File: src/rtl/match_pkg.sv
// -----------------------------------------------------------------------------
// match_pkg
//  Shared definitions for the pattern-match stage and the match scanner.
//  MATCH_W   : width of the match vector produced by the pattern matcher.
//  MATCH_POS : number of legal match positions (a 4-bit window needs A[i+3:i]).
//  scan_state_t : scanner FSM state encoding.
// -----------------------------------------------------------------------------
package match_pkg;

    localparam int MATCH_W   = 32;
    localparam int MATCH_POS = 29;

    typedef enum logic [1:0] {
        S_IDLE = 2'd0,
        S_SCAN = 2'd1,
        S_DONE = 2'd2
    } scan_state_t;

endpackage

File: src/rtl/match_scanner_lowest_set_bit.sv
// -----------------------------------------------------------------------------
// lowest_set_bit
//  Combinational priority encoder: index of the least-significant set bit.
//  Ports:
//    vec  in   WIDTH   input vector
//    idx  out  IDX_W   index of lowest set bit (0 when vec == 0)
//    any  out  1       vec has at least one bit set
// -----------------------------------------------------------------------------
module lowest_set_bit #(
    parameter int WIDTH = 32,
    parameter int IDX_W = $clog2(WIDTH)
) (
    input  logic [WIDTH-1:0] vec,
    output logic [IDX_W-1:0] idx,
    output logic             any
);

    // Scan high to low so the last assignment is the lowest set bit.
    always_comb begin
        idx = '0;
        any = |vec;
        for (int i = WIDTH - 1; i >= 0; i--) begin
            if (vec[i]) idx = IDX_W'(i);
        end
    end

endmodule

File: src/rtl/match_scanner.sv
// -----------------------------------------------------------------------------
// match_scanner
//  Serialises the pattern matcher's match vector into a stream of match
//  positions, lowest index first, one per accepted out_valid/out_ready beat.
//  Reports the number of positions handed off and a one-cycle done pulse.
//  Ports:
//    clk          in   1      clock, rising edge
//    reset        in   1      asynchronous active-high reset
//    start        in   1      load match_vec and begin a scan (IDLE only)
//    abort        in   1      abandon current scan, back to IDLE
//    match_vec    in   WIDTH  match vector
//    out_ready    in   1      downstream accepts out_index
//    out_valid    out  1      out_index is a valid match position
//    out_index    out  IDX_W  lowest remaining set bit of pending vector
//    busy         out  1      state != IDLE
//    done         out  1      one-cycle pulse on normal scan completion
//    match_count  out  CNT_W  positions handed off in current/last scan
// -----------------------------------------------------------------------------
module match_scanner
    import match_pkg::*;
#(
    parameter int WIDTH     = MATCH_W,
    parameter int VALID_POS = MATCH_POS,
    parameter int IDX_W     = $clog2(WIDTH),
    parameter int CNT_W     = $clog2(WIDTH) + 1
) (
    input  logic             clk,
    input  logic             reset,
    input  logic             start,
    input  logic             abort,
    input  logic [WIDTH-1:0] match_vec,
    input  logic             out_ready,
    output logic             out_valid,
    output logic [IDX_W-1:0] out_index,
    output logic             busy,
    output logic             done,
    output logic [CNT_W-1:0] match_count
);

    // Positions >= VALID_POS have no full 4-bit window behind them.
    localparam logic [WIDTH-1:0] VALID_MASK = {WIDTH{1'b1}} >> (WIDTH - VALID_POS);

    scan_state_t      state;
    logic [WIDTH-1:0] pending;

    logic [IDX_W-1:0] lsb_idx;
    logic             lsb_any;
    logic [WIDTH-1:0] pending_rest;
    logic [WIDTH-1:0] masked_vec;
    logic             handshake;
    logic             last_bit;

    lowest_set_bit #(.WIDTH(WIDTH), .IDX_W(IDX_W)) u_lsb (
        .vec (pending),
        .idx (lsb_idx),
        .any (lsb_any)
    );

    // pending & (pending-1) drops the lowest set bit; zero means it was the last one.
    assign pending_rest = pending & (pending - WIDTH'(1));
    assign last_bit     = (pending_rest == '0);
    assign masked_vec   = match_vec & VALID_MASK;

    // pending is never empty in SCAN, so lsb_any only guards against an impossible state.
    assign out_valid = (state == S_SCAN) && lsb_any;
    assign out_index = out_valid ? lsb_idx : '0;
    assign busy      = (state != S_IDLE);
    assign done      = (state == S_DONE);
    assign handshake = out_valid && out_ready;

    always_ff @(posedge clk or posedge reset) begin
        if (reset) begin
            state       <= S_IDLE;
            pending     <= '0;
            match_count <= '0;
        end else if (abort && state != S_IDLE) begin
            // Abandon: count keeps what was already handed off, no done pulse.
            state   <= S_IDLE;
            pending <= '0;
        end else begin
            case (state)
                S_IDLE: begin
                    if (start) begin
                        pending     <= masked_vec;
                        match_count <= '0;
                        state       <= (masked_vec != '0) ? S_SCAN : S_DONE;
                    end
                end
                S_SCAN: begin
                    if (handshake) begin
                        pending     <= pending_rest;
                        match_count <= match_count + CNT_W'(1);
                        if (last_bit) state <= S_DONE;
                    end
                end
                S_DONE: begin
                    state <= S_IDLE;
                end
                default: begin
                    state   <= S_IDLE;
                    pending <= '0;
                end
            endcase
        end
    end

endmodule
File: config.mk
export PLATFORM = sky130hd
export DESIGN_NAME = match_scanner
export DESIGN_NICKNAME = d
export VERILOG_FILES = /design/src/rtl/match_pkg.sv /design/src/rtl/match_scanner_lowest_set_bit.sv /design/src/rtl/match_scanner.sv
export SDC_FILE = /design/constraint.sdc
export NUM_CORES = 1
export LEC_CHECK = 0
export CORE_ASPECT_RATIO = 1.75
export CORE_MARGIN = 8
export CORE_UTILIZATION = 57
export DETAILED_ROUTE_END_ITERATION = 8
export PLACE_DENSITY = 0.89
export SYNTH_ARGS = -nofsm -noshare
export SYNTH_HDL_FRONTEND = slang
export SYNTH_SLANG_ARGS = --single-unit
export TNS_END_PERCENT = 50
File: constraint.sdc
create_clock -name clk -period 5.2 [get_ports clk]
set_input_delay 1.04 -clock clk [delete_from_list [all_inputs] [get_ports clk]]
set_output_delay 1.04 -clock clk [all_outputs]
set_load 0.05 [all_outputs]
# Yosys cells after proc, flatten, opt, wreduce, memory -nomap -nowiden
# Index checks and enable logic that the tools add are counted.
[word_totals]
register_bits = 40
in_bits = 37
out_inout_bits = 14
elab_cells = 73
[op_classes]
addsub = 2
n_eq_ne = 8
mux = 46
bitwise_logic = 2
reduce_logical = 12
[op_table]
columns = ["cell", "count"]
rows = [
  ["two-way mux 5 bit", 33],
  ["two-way mux 32 bit", 3],
  ["one-hot mux 32 bit (3 select lines)", 1],
  ["AND 32 bit", 1],
  ["zero test 32 bit", 1],
  ["nonzero test 32 bit", 1],
  ["OR reduction 32 bit", 1],
  ["subtractor 32 x 1 -> 32 bit (second input constant)", 1],
  ["two-way mux 6 bit", 2],
  ["one-hot mux 6 bit (2 select lines)", 1],
  ["two-way mux 2 bit", 5],
  ["adder 6 x 1 -> 6 bit (second input constant)", 1],
  ["inequality test 3 x 2 -> 1 bit (second input constant)", 2],
  ["AND reduction 3 bit", 2],
  ["inequality test 2 bit (second input constant)", 2],
  ["one-hot mux 2 bit (2 select lines)", 1],
  ["AND reduction 4 bit", 1],
  ["nonzero test 2 bit", 2],
  ["logical AND 1 bit", 3],
  ["inequality test 3 bit (second input constant)", 1],
  ["== test 2 x 1 -> 1 bit (second input constant)", 1],
  ["== test 2 bit (second input constant)", 1],
  ["zero test 2 bit", 1],
  ["inequality test 2 x 1 -> 1 bit (second input constant)", 1],
  ["NOT 1 bit", 1],
]

# Depth between registers and ports, before layout
[depth]
ltp_word = 33
mapped_depth = 10

# By module
# From an unflattened synthesis, not the netlist that was laid out.
[unflattened]
cells_unflattened = 336
hier_area_um2 = 2725.1
[modules_own_cells]
columns = ["module", "n_inst", "cells_each", "area_per_inst_um2", "seq_area_each_um2"]
rows = [
  ["match_scanner", 1, 271, 2339.7, 1001.0],
  ["lowest_set_bit", 1, 65, 385.4, 0.0],
]

# Worst setup path after synthesis
# Ideal clock, no wire load.
[synth_path]
path_type = "register to output"
from = "register pending[28]"
to = "output out_index[0]"
arrival_time_ns = 3.813
required_ns = 4.160
slack_ns = 0.347
stages_incl_launch_ff = 7
n_path_buf = 0
path_cell_list = "dfrtp_1 o21bai_1 a21oi_1 o21bai_1 a2111oi_0 o221ai_1 a2111oi_0"
[synth_between]
elab_chain_cells = 30
elab_cells_between_ends = 32
cone_classes = "mux (30); reduce/logical (2)"
[synth_lines]
columns = ["element", "line_no", "text"]
rows = [
  ["start: declaration", "match_scanner.sv:44", "logic [WIDTH-1:0] pending;"],
  ["start signal: assignment", "match_scanner.sv:84", "pending <= masked_vec;"],
  ["start signal: assignment", "match_scanner.sv:91", "pending <= pending_rest;"],
  ["two-way mux 5 bit (29 in a row)", "match_scanner_lowest_set_bit.sv:23", "if (vec[i]) idx = IDX_W'(i);"],
  ["two-way mux 5 bit *", "match_scanner.sv:66", "assign out_index = out_valid ? lsb_idx : '0;"],
  ["end: declaration", "match_scanner.sv:34", "output logic [IDX_W-1:0] out_index,"],
]
# Mark *: on every way between the ends. The rest lies on a longest branch, timed or not.

# Worst setup path in the final report
# Ends and elaborated chain as after synthesis.

==> qor.txt <==
Skew-Pair Late Insertion Delay = 0.30 ns
initial antenna violation count = 0
post-synth top area share = 37.12%
Syn Inst Count = 319
IO Port Bufs = 47
worst vdd ir = 0.3180 mV
area grow syn2layout = 20.14%
nets = 390
CORE AREA = 0.004624 mm2
CTS root buf = clkbuf_8
remaining global-route overflow = 0
vias in the first global route = 2,763
row cnt = 33
Placed Area = 0.003143 mm2
clock slew at reported path FFs = 0.07 ns
cell with the most instances after synthesis = dfrtp_1
fin area = 0.003239 mm2
multi-input combinational cell area = 0.001543 mm2
Final WS setup = 0.6653 ns
Commonest cells post-synth = dfrtp_1 (40), nor2_1 (36), o21ai_0 (34), a22o_1 (26), nand2_1 (22)
DRT Wirelength = 7502 um
chip width = 67.99 um
CP Capture Type = output port
Period Utilization, post-route = 87.21%
die height = 107.0 um
Final Hold Viols = 0
# setup viols final = 0
Inserted Clock Buffers = 5
Yosys cell types = 57
CTS resizes = 0
DP Wirelength = 5482 um
syn nets = 357
Initial Utilization = 58.31%
post-synthesis sequential area ratio = 37.12%
Max-cap violations = 0
DRT iter0 DRCs = 196
vias per cell = 6.671
drt wl/cell = 18.57 um
n_diodes = 0
drt drc = 0
Worst EP required = 4.16 ns
Place WS = 1.141 ns
layout cell share with drive strength beyond 1 = 7.102%
Register Area = 0.001001 mm2
synth top area cells = dfrtp_1 (37%), a22o_1 (8.4%), o21ai_0 (6.3%)
drt first pass iters = 4
cells along the critical path = o21bai_1, a21oi_1, o21bai_1, a2111oi_0, o221ai_1, a2111oi_0, clkdlybuf4s50_1
flops & latches, synth = 40
crit path buf inv count = 1
Finished Layout Cells = 404
top-level port count = 51
Crit-path slowest cell = clkdlybuf4s50_1
Post-Syn Area = 0.002696 mm2
Fin Hold WS = 0.5559 ns
first-pass GRT wire length = 12,650 um
placed cells = 397
CTS tree = built
post-route ant nets = 0
Post-Syn Area per Cell = 8.452 um2
Worst slew margin = 17.00%
Slew Limit Fails = 0
area leader, netlist = dfrtp_1
Critical Path Fanout Max = 8
Post-synth ARST share = 100.0%
PwrDens = 411.7 mW/mm2
RSZ-0062 raised after global routing = false
Hold Crit Class = register to register
post-CTS setup repair buffer count = 0
Overall Global Routing Usage = 22.00%
critical path class = register to output port
Placer Congestion = 0.9553
status = completed
crit path time final = 4.535 ns
Worst Max-Slew Pin Slew = 1.245 ns
clock sink count = 40
largest net degree at the start of global routing = 41
Setup crit start kind = register
CTS Hold Bufs = 0
Fmax = 220.5 MHz
P_leak = 1.333 nW
CP delay by family, top = compound AO/OA/AOI/OAI gates
CP max stage delay = 0.89 ns
crit path DAT = 3.49 ns
deepest clock path buffer count = 2
Synth warnings = 0
via count = 2,695
die area = 0.007274 mm2
Post-synth EDFFs = 0
ys flop type = dfrtp_1
Fill cells = 386
Clock Skews = 0.008209 ns
setup TNS = 0 ns
total number of H-tree levels = 2
==> worst reg2reg max path, stage by stage, from the launching register on <==
cell	delay (ns)
dfrtp_1	0.48
or4_4	0.62
nor4_4	0.35
nand2_2	0.18
a2111oi_4	0.40
o2111ai_1	0.21
o41ai_2	0.36
nand3_1	0.12
==> stage by stage <==
step / util [%] / total power [mW]
2_1_floorplan: - / 0.9373
6_report: 70.05 / 1.334
3_3_place_gp: 67.97 / 1.085
3_5_place_dp: 67.97 / 1.101
5_1_grt: 70.05 / 1.418
4_1_cts: 70.05 / 1.328
==> cells in the final DEF (no fill, tap or decap), types with 2 or more instances in the layout <==
cell / instances
a2111oi_0: 3
a211oi_1: 6
a21boi_0: 4
a21oi_1: 14
a22o_1: 26
buf_4: 2
clkbuf_8: 7
clkdlybuf4s50_1: 47
dfrtp_1: 40
inv_1: 13
nand2_1: 22
nand2b_1: 2
nand3_1: 3
nand4_1: 4
nor2_1: 36
nor2b_1: 5
nor3_1: 15
nor4_1: 16
o21a_1: 3
o21ai_0: 34
o21bai_1: 2
o31ai_1: 3
o41ai_1: 2
or2_2: 4
or3_1: 2
or4_4: 5
xor2_1: 4
==> routing by layer <==
layer | GRT usage (%) | wire (um)
met5 | 0 | 0
met4 | 12.81 | 286
met3 | 4.384 | 515
met2 | 36.14 | 3894
met1 | 25.16 | 2805
==> registers in the layout, summed over array words and instances, names as in the netlist <==
register     cells
match_count      6
state            2
pending         32
==> report_power, final <==
group,switching [mW],total [mW],leakage [nW],internal [mW]
clock,0.107,0.225,0.0503,0.118
sequential,0.119,0.488,0.528,0.369
combinational,0.361,0.620,0.755,0.260
total,0.587,1.33,1.33,0.747
==> path summary, 6_finish.rpt <==
path	cells after the start	to	slack (ns)	from
max	7	out_index[0]	0.67	pending[28]
min	2	match_count[5]	0.56	match_count[5]
max reg2reg	7	state[0]	2.36	pending[16]
min reg2reg	2	match_count[5]	0.56	match_count[5]
max in group asynchronous	3	pending[7]	3.67	reset
min in group asynchronous	3	pending[17]	1.16	reset
==> cells by family after synthesis <==
family,Yosys count,share of synthesized area (%)
simple gates,123,24.41
compound gates,114,30.63
flops,40,37.12
buf+inv,36,5.661
xor+xnor,4,1.299
mux,1,0.4176
fa+ha+maj,1,0.4640
==> area by class of cell <==
cell class,count,share of cell area (%)
Multi-Input combinational cell,243,47.62
Sequential cell,40,30.90
Timing Repair Buffer,49,14.99
Clock buffer,7,2.974
Tap cell,52,2.008
Inverter,13,1.506
Power figures use the tool's default switching activity.
